`config.mk`:
```
export PLATFORM = sky130hd
export DESIGN_NAME = prog_loader
export DESIGN_NICKNAME = d
export VERILOG_FILES = /design/src/rtl/prog_loader_pkg.sv /design/src/rtl/prog_ram.sv /design/src/rtl/prog_loader.sv
export SDC_FILE = /design/constraint.sdc
export NUM_CORES = 2
export LEC_CHECK = 0
export CAP_MARGIN = 30
export CELL_PAD_IN_SITES_DETAIL_PLACEMENT = 1
export CELL_PAD_IN_SITES_GLOBAL_PLACEMENT = 1
export CORE_AREA = 4 4 682 684
export CTS_CLUSTER_DIAMETER = 50
export DETAILED_ROUTE_END_ITERATION = 8
export DIE_AREA = 0 0 686 688
export DONT_BUFFER_PORTS = 1
export PLACE_DENSITY_LB_ADDON = 0.25
export SLEW_MARGIN = 20
export SYNTH_ARGS = -nofsm -noshare
export SYNTH_HDL_FRONTEND = slang
export SYNTH_HIERARCHICAL = 1
export SYNTH_SLANG_ARGS = --single-unit
```
`constraint.sdc`:
```
create_clock -name clock -period 4.3 [get_ports clock]
set_clock_uncertainty 0.2 [all_clocks]
set_input_delay 0.215 -clock clock [delete_from_list [all_inputs] [get_ports clock]]
set_output_delay 0.215 -clock clock [all_outputs]
set_load 0.01 [all_outputs]
```
`src/rtl/prog_loader_pkg.sv`:
```
// Shared types and constants for the program loader.
// The optional checksum stage is enabled with PROG_LOADER_CHECKSUM_EN.
package prog_loader_pkg;

  localparam int ADDR_W_DEF = 8;
  localparam int WORD_W_DEF = 16;

  localparam logic [15:0] NOP_WORD = 16'h0000;

  typedef enum logic [2:0] {
    ST_IDLE,
    ST_LOAD_HI,
    ST_LOAD_LO,
    ST_CHECK,
    ST_LOADED,
    ST_START,
    ST_RUN,
    ST_ERR
  } state_e;

endpackage

```
`src/rtl/prog_ram.sv`:
```
// Simple dual-port instruction RAM: one synchronous write port and one
// registered read port.
module prog_ram #(
  parameter int ADDR_W = 8,
  parameter int WORD_W = 16
) (
  input  logic              clock,
  input  logic              we_i,
  input  logic [ADDR_W-1:0] waddr_i,
  input  logic [WORD_W-1:0] wdata_i,
  input  logic [ADDR_W-1:0] raddr_i,
  output logic [WORD_W-1:0] rdata_o
);

  logic [WORD_W-1:0] mem_q [2**ADDR_W];

  // NOTE: the array has no reset so it maps onto block RAM; reads of
  // unwritten words are masked by the loader's address-hit flag.
  always_ff @(posedge clock) begin
    if (we_i) mem_q[waddr_i] <= wdata_i;
    rdata_o <= mem_q[raddr_i];
  end

endmodule

```
`src/rtl/prog_loader.sv`:
```
// Byte-stream program loader feeding the CPU instruction port.
// Define PROG_LOADER_CHECKSUM_EN to require a trailing zero-sum checksum byte.
module prog_loader
  import prog_loader_pkg::*;
#(
  parameter int ADDR_W = ADDR_W_DEF,
  parameter int WORD_W = WORD_W_DEF
) (
  input  logic              clock,
  input  logic              reset,
  input  logic              ld_valid,
  output logic              ld_ready,
  input  logic [7:0]        ld_byte,
  input  logic              ld_last,
  input  logic              run_req,
  input  logic              stop_req,
  input  logic [ADDR_W-1:0] i_addr,
  output logic [WORD_W-1:0] i_datain,
  output logic              cpu_enable,
  output logic              cpu_start,
  output logic [ADDR_W:0]   word_count,
  output logic              busy,
  output logic              err
);

  localparam logic [ADDR_W:0] DEPTH = (ADDR_W + 1)'(2 ** ADDR_W);

`ifdef PROG_LOADER_CHECKSUM_EN
  localparam state_e AFTER_LAST = ST_CHECK;
`else
  localparam state_e AFTER_LAST = ST_LOADED;
`endif

  state_e            state_q, state_d;
  logic [7:0]        hi_q, hi_d;
  logic [ADDR_W:0]   wc_q, wc_d;
  logic              hit_q;
  logic              ram_we;
  logic              accept;
  logic              csum_ok;
  logic [WORD_W-1:0] rdata;

  assign ld_ready   = state_q inside {ST_IDLE, ST_LOAD_HI, ST_LOAD_LO, ST_CHECK};
  assign accept     = ld_valid && ld_ready;
  assign cpu_enable = state_q inside {ST_START, ST_RUN};
  assign cpu_start  = (state_q == ST_START);
  assign busy       = !(state_q inside {ST_IDLE, ST_LOADED});
  assign err        = (state_q == ST_ERR);
  assign word_count = wc_q;
  assign i_datain   = (cpu_enable && hit_q) ? rdata : WORD_W'(NOP_WORD);

`ifdef PROG_LOADER_CHECKSUM_EN
  logic [7:0] csum_q;

  // Running sum restarts with the first byte accepted out of IDLE.
  always_ff @(posedge clock) begin
    if (reset) csum_q <= 8'h00;
    else       csum_q <= (state_q == ST_IDLE ? 8'h00 : csum_q) + (accept ? ld_byte : 8'h00);
  end

  assign csum_ok = ((csum_q + ld_byte) == 8'h00);
`else
  assign csum_ok = 1'b0;
`endif

  // NOTE: every variable gets a default first so no path infers a latch.
  always_comb begin
    state_d = state_q;
    hi_d    = hi_q;
    wc_d    = wc_q;
    ram_we  = 1'b0;
    case (state_q)
      // IDLE takes the first high byte directly, so it advances to the
      // low-byte state to keep the stream bubble-free.
      ST_IDLE, ST_LOAD_HI: begin
        if (accept) begin
          hi_d    = ld_byte;
          state_d = ld_last ? ST_ERR : ST_LOAD_LO;
        end
      end
      ST_LOAD_LO: begin
        if (accept) begin
          if (wc_q == DEPTH) begin
            state_d = ST_ERR;
          end else begin
            ram_we  = 1'b1;
            wc_d    = wc_q + 1'b1;
            state_d = ld_last ? AFTER_LAST : ST_LOAD_HI;
          end
        end
      end
      ST_CHECK: begin
        if (accept) state_d = csum_ok ? ST_LOADED : ST_ERR;
      end
      ST_LOADED: begin
        if (run_req) state_d = ST_START;
      end
      ST_START: state_d = ST_RUN;
      ST_RUN: begin
        if (stop_req) begin
          state_d = ST_IDLE;
          wc_d    = '0;
        end
      end
      default: state_d = ST_ERR;
    endcase
  end

  // NOTE: sequential state uses non-blocking assignments so every register
  // samples pre-edge values regardless of block ordering.
  always_ff @(posedge clock) begin
    if (reset) begin
      state_q <= ST_IDLE;
      hi_q    <= 8'h00;
      wc_q    <= '0;
      hit_q   <= 1'b0;
    end else begin
      state_q <= state_d;
      hi_q    <= hi_d;
      wc_q    <= wc_d;
      hit_q   <= ({1'b0, i_addr} < wc_q);
    end
  end

  prog_ram #(
    .ADDR_W (ADDR_W),
    .WORD_W (WORD_W)
  ) u_ram (
    .clock   (clock),
    .we_i    (ram_we),
    .waddr_i (wc_q[ADDR_W-1:0]),
    .wdata_i (WORD_W'({hi_q, ld_byte})),
    .raddr_i (i_addr),
    .rdata_o (rdata)
  );

endmodule

```
# Word level (Yosys, flattened, before mapping)
# Memories as Yosys holds them, arrays and structs flattened. A register that Yosys moved wholly into a read port is not among the register bits.
# Index checks and enable logic that the tools add are counted.
# op_classes
add_sub_neg	1
mul	0
div	0
n_lt_le_gt_ge	1
eq_ne	14
shifts	0
n_mux	19
bitwise	0
reduce_logical	12
# ops
operator	count
$mux W9	3
$mux W3	8
$pmux W3 S6	1
$pmux W9 S2	1
$mux W16	1
$eq A3 B3 Y1 const B	4
$ne A2 B2 Y1 const B	6
$add A9 B1 Y9 const B	1
$eq A9 B9 Y1 const B	1
$lt A8 B9 Y1	1
$eq A3 B2 Y1 const B	2
$reduce_bool A2 Y1	3
$mux W1	5
$reduce_and A5 Y1	1
$reduce_and A4 Y1	1
$reduce_bool A4 Y1	1
$eq A3 B1 Y1 const B	1
$logic_not A3 Y1	1
$logic_and A1 B1 Y1	2
$reduce_and A2 Y1	1
$reduce_or A2 Y1	1
$logic_not A1 Y1	1
# word_totals
ff_bits	21
latch_bits	0
ram_bits	4096
mem_bits_ro	0
inputBits	22
output_inout_bits	30
wordCells	52
n_memories	1
# memory_table
memory	depth	width	rd	rd_clocked_by_memory_dff	wr	line	source
u_ram.mem_q	256	16	1	1	1	prog_ram.sv:15	logic [WORD_W-1:0] mem_q [2**ADDR_W];

# Logic depth before layout (Yosys ltp)
# logic_depth
depth_word	7
depth_mapped	12
ltp_nobuf	6

# By module
# Netlist, hierarchy kept.
# modules_own_cells
module	n_inst	cells_each	area_per_inst_um2	seq_area_each_um2
prog_ram	1	7360	158714.7	123318.3
prog_loader	1	161	1382.6	420.4

# Worst setup path after synthesis
# OpenSTA, ideal clock, no wires.
# synth_timing
path_kind	register to register
startpoint	reg hi_q[2]
endpoint	mem u_ram.mem_q[0][10], data pin
arrival_time_ns	3.397
slack_ns	-0.152
stages_incl_launch_ff	1
path_buffers	0
synth_period_minus_slack_ns	4.452
cell_sequence	dfxtp_1
# synth_rtl
item	line	source
start: declaration	prog_loader.sv:35	logic [7:0] hi_q, hi_d;
start signal: assignment	prog_loader.sv:119	hi_q <= hi_d;
end: declaration	prog_ram.sv:15	
# Straight into the memory's write port.

==> results <==
- In this run the tool buffered the top-level ports with 0 buffer cells.
- For this design the static power due to leakage is 59.4 nW.
- The post-synthesis share of cell area spent on and, or, nand and nor gates is 0.0181.
- The die covers 0.472 sq mm.
- At the worst endpoint, the arrival time is 4600 ps.
- After synthesis, the cell types taking the most area are sky130_fd_sc_hd__edfxtp_1 77%, sky130_fd_sc_hd__mux4_2 11%, sky130_fd_sc_hd__mux2i_1 3.6%.
- The initial utilization of the core area, before any placement, comes to 0.349.
- Counting every instance in the synthesized netlist gives 7521.
- Yosys mapped the design onto 67 distinct sky130hd cell types.
- The final routed wirelength across all metal layers is 487000 um.
- The routed layout has 82400 vias.
- The cell area that synthesis handed to floorplanning was 0.160 sq mm.
- The final core area utilization is 0.411.
- Clock tree synthesis selected as its root buffer the cell sky130_fd_sc_hd__clkbuf_16.
- The net count of the finished layout is 8287.
- The floorplan has 249 rows.
- The number of hold violations in the final report is 0.
- The area share of the largest cell type after synthesis is 0.768.
- By area, the combinational part of the netlist is dominated by multiplexers.
- Of all flip-flops after synthesis, the portion carrying an async set or reset was 0.
- The endpoint required time on the critical path is 4960 ps.
- The met2 track utilization from global routing is 0.324.
- The non-filler instance count after layout is 14800.
- The core outline area is 0.459 sq mm.
- Using the TritonRoute via totals, the vias-per-cell ratio works out to 5.56.
- For this run, design rule violations remaining after detail routing come to 0.
- The total nets after synthesis is 7552.
- The multiplexer share of the synthesized area is 0.154.
- Among the stages of the critical path, the cell type that occurs most often is sky130_fd_sc_hd__buf_16.
- Once placement completed, the tool counted placed cells totaling 13800.
- The chip height is 688 um.
- At the end of routability-driven placement, the weighted congestion stood at 0.778.
- In this run the tightest slew margin relative to its limit is 0.191.
- Summed over all instances, the cell type with the most area after synthesis is sky130_fd_sc_hd__edfxtp_1.
- The run finished with clean final reports.
- Subtracting the final worst setup slack from the clock period gives 3930 ps.
- The minimum setup slack among reg-to-reg paths is 510 ps.
- The die is 686 um wide.
- Entering global routing, the biggest net connects 258 pins.
- The post-synthesis xor/xnor area fraction is 0.000219.
- The type of the tightest min-delay check is input port to flip-flop.
- In the final routed layout, each cell accounts on average for 32.8 um.
- In the final layout, the share of cells above drive strength 1 is 0.279.
- The DRC marker count from the first detailed-route iteration is 9699.
- The met1 track demand over resource in global routing is 0.284.
- The clock-pin slew of the registers on the worst-case setup and hold paths is 60 ps.
- sky130_fd_sc_hd__edfxtp_1 is the most common cell in the netlist.
- The number of antenna violations at the first check in global routing is 37.
- Of the total synthesized cell area, the portion taken by full adders, half adders and majority gates is 0.000703.
- Of the available clock period, the critical path in the final layout requires 0.915.
- The critical path goes through buf_16 -> buf_16 -> buf_16 -> buf_16 -> buf_16 -> bufbuf_16 -> mux4_2 -> mux2_2 -> a22oi_1 -> buf_4 -> nand2_1 -> o32ai_1 -> buf_4 -> nor4_1.
- The residual antenna-violating net count after detailed routing is 0.
- The CTS tree is built.
- Across the run, the number of max-cap violations was 0.
- The start-to-end type of the worst setup path is input port to flip-flop.
- Setup violations remaining at the end of the flow were counted as 0.
- The top-level I/O count is 52.
- Setup repair after global routing left no endpoint under its margin.
- The flip-flop and latch count after synthesis is 4133.
- The slowest stage of the critical path belongs to the cell sky130_fd_sc_hd__mux4_2.
- The overall fraction of global-route tracks in use is 0.202.
- The signed area change from the synthesized netlist to the final layout is 17.7%.
- The fraction of the mapped netlist area in compound gates came to 0.0365.
- The HPWL after detailed placement is 264000 um.
- The setup fix buffers added after clock tree synthesis is 0.
- The H-tree depth reported by CTS is 5.
- The remaining global-route overflow is 0.
- The number of max-slew violations in the final report is 0.
- Yosys mapped a number of flops with a built-in enable equal to 4096.
- The commonest cells after synthesis are 4096 x sky130_fd_sc_hd__edfxtp_1, 797 x sky130_fd_sc_hd__mux4_2, 577 x sky130_fd_sc_hd__mux2i_1.
- The first-pass iteration count of the detailed router is 5.
- The maximum buffer depth of the clock tree is 4.
- The sort of element at the start of the critical path is an input port.
- The busiest layer in global routing is met2.
- The capturing element type of the critical path is a flip-flop.
- The top fanout value on the critical path is 46.
- The fraction of met3 tracks used by global routing is 0.0345.
- For this run, the slowest stage of the critical path takes 560 ps.
- The transition time at the pin with the least slew margin is 1210 ps.
- The sequential element share of the synthesized area is 0.773.
- Timing would allow up to 254 MHz.
- The mean cell area of the mapped netlist is 21.3 sq um.
- The count of clock tree sinks is 4133.
- For this design the ratio of total power to cell area is 473 mW/mm^2.
- The number of clock buffers added by TritonCTS is 462.
- The number of global-route vias before repair came to 85100.
- The first global-routing pass estimated 679000 um of wire.
- The number of warning messages in the yosys log is 6.
- VDD sags by at most 0.000402 V.
- The predominant post-synthesis flop cell is sky130_fd_sc_hd__edfxtp_1.
- The clock latency on the worst-skew pair is 1020 ps.
## final cells by class
| type | count | area [sq um] |
|---|---|---|
| Inverter | 17 | 78.8 |
| Multi-Input combinational cell | 2913 | 34000 |
| Clock inverter | 296 | 3320 |
| Timing Repair Buffer | 729 | 7450 |
| Sequential cell | 4133 | 124000 |
| Clock buffer | 561 | 12100 |
| Antenna cell | 25 | 62.6 |
| Tap cell | 6149 | 7690 |
| Fill cell | 43000 | 270000 |
## flip-flops by register name, indices dropped and copies added (netlist names)
name           cells
u_ram/rdata_o     16
hit_q              1
u_ram/mem_q     4096
hi_q               8
word_count         9
state_q            3
## worst paths after layout
kind | depth (start not counted) | end | from
max | 14 | u_ram/rdata_o[1] | i_addr[0]
min | 2 | u_ram/mem_q[204][7] | ld_byte[7]
max reg2reg | 6 | u_ram/mem_q[38][12] | state_q[1]
min reg2reg | 2 | word_count[8] | word_count[8]
## report_power, final
| group | internal [W] | switching [W] | total [W] |
|---|---|---|---|
| sequential | 0.0445 | 0.000150 | 0.0446 |
| clock | 0.0237 | 0.0164 | 0.0401 |
| combinational | 0.00162 | 0.00279 | 0.00441 |
## placed cells by master, fill, tap and decap left out, drive strengths merged, types with 9 or more instances in the layout
cell,count
nor2b,12
dlygate4sd3,46
o31ai,16
buf,669
nand2,47
mux2,88
inv,48
a21oi,182
diode,25
a221oi,28
ha,9
mux4,797
bufinv,60
edfxtp,4096
a22o,32
nor4,19
o22ai,148
nor2,319
nor3,96
and2,19
a22oi,43
mux2i,577
clkinvlp,28
and3,14
o21ai,44
nand4,27
a211oi,21
nand3,41
o32ai,21
clkbuf,567
o221ai,254
dfxtp,37
clkinv,177
## stage by stage
stage	hold slack (ps)	setup TNS, ps	area [sq um]	setup WS (ps)	total power [W]
3_5_place_dp	84.5	-27540	171000	-1840	0.0492
4_1_cts	0.124	0	188000	60.3	0.0899
3_3_place_gp	83.9	-26500	171000	-2270	0.0490
2_1_floorplan	87.1	0	160000	943	0.0478
6_report	28.0	0	188000	366	0.0891
5_1_grt	-0.783	0	188000	121	0.0920
## critical path, delay by kind of cell
kind,cells,cell delay [ps]
AOI/OAI and AO/OA,2,500
buffers and inverters,8,2670
muxes,2,840
and+or+nand+nor,2,140
## per-layer routing
layer | part of all wire | vias up
met5 | 0.00018 | -
met4 | 0.030 | 14
met3 | 0.073 | 694
met2 | 0.47 | 3226
met1 | 0.42 | 45100
li1 | - | 33400
## kinds of logic after synthesis
logic type	after synthesis
flip-flops	4133
multiplexers	1462
AO/OA/AOI/OAI	815
AND/OR/NAND/NOR	623
buffers and inverters	475
adder cells (fa/ha/maj)	9
XOR/XNOR	4
## timing repair
item | CTS | global route
endpoints found under the hold margin | 2085 | 20
resized for setup | 0 | 4
setup endpoints to repair | 16 | 15
hold buffers | 64 | 2
cloned | 8 | 5
Power figures use the tool's default switching activity.
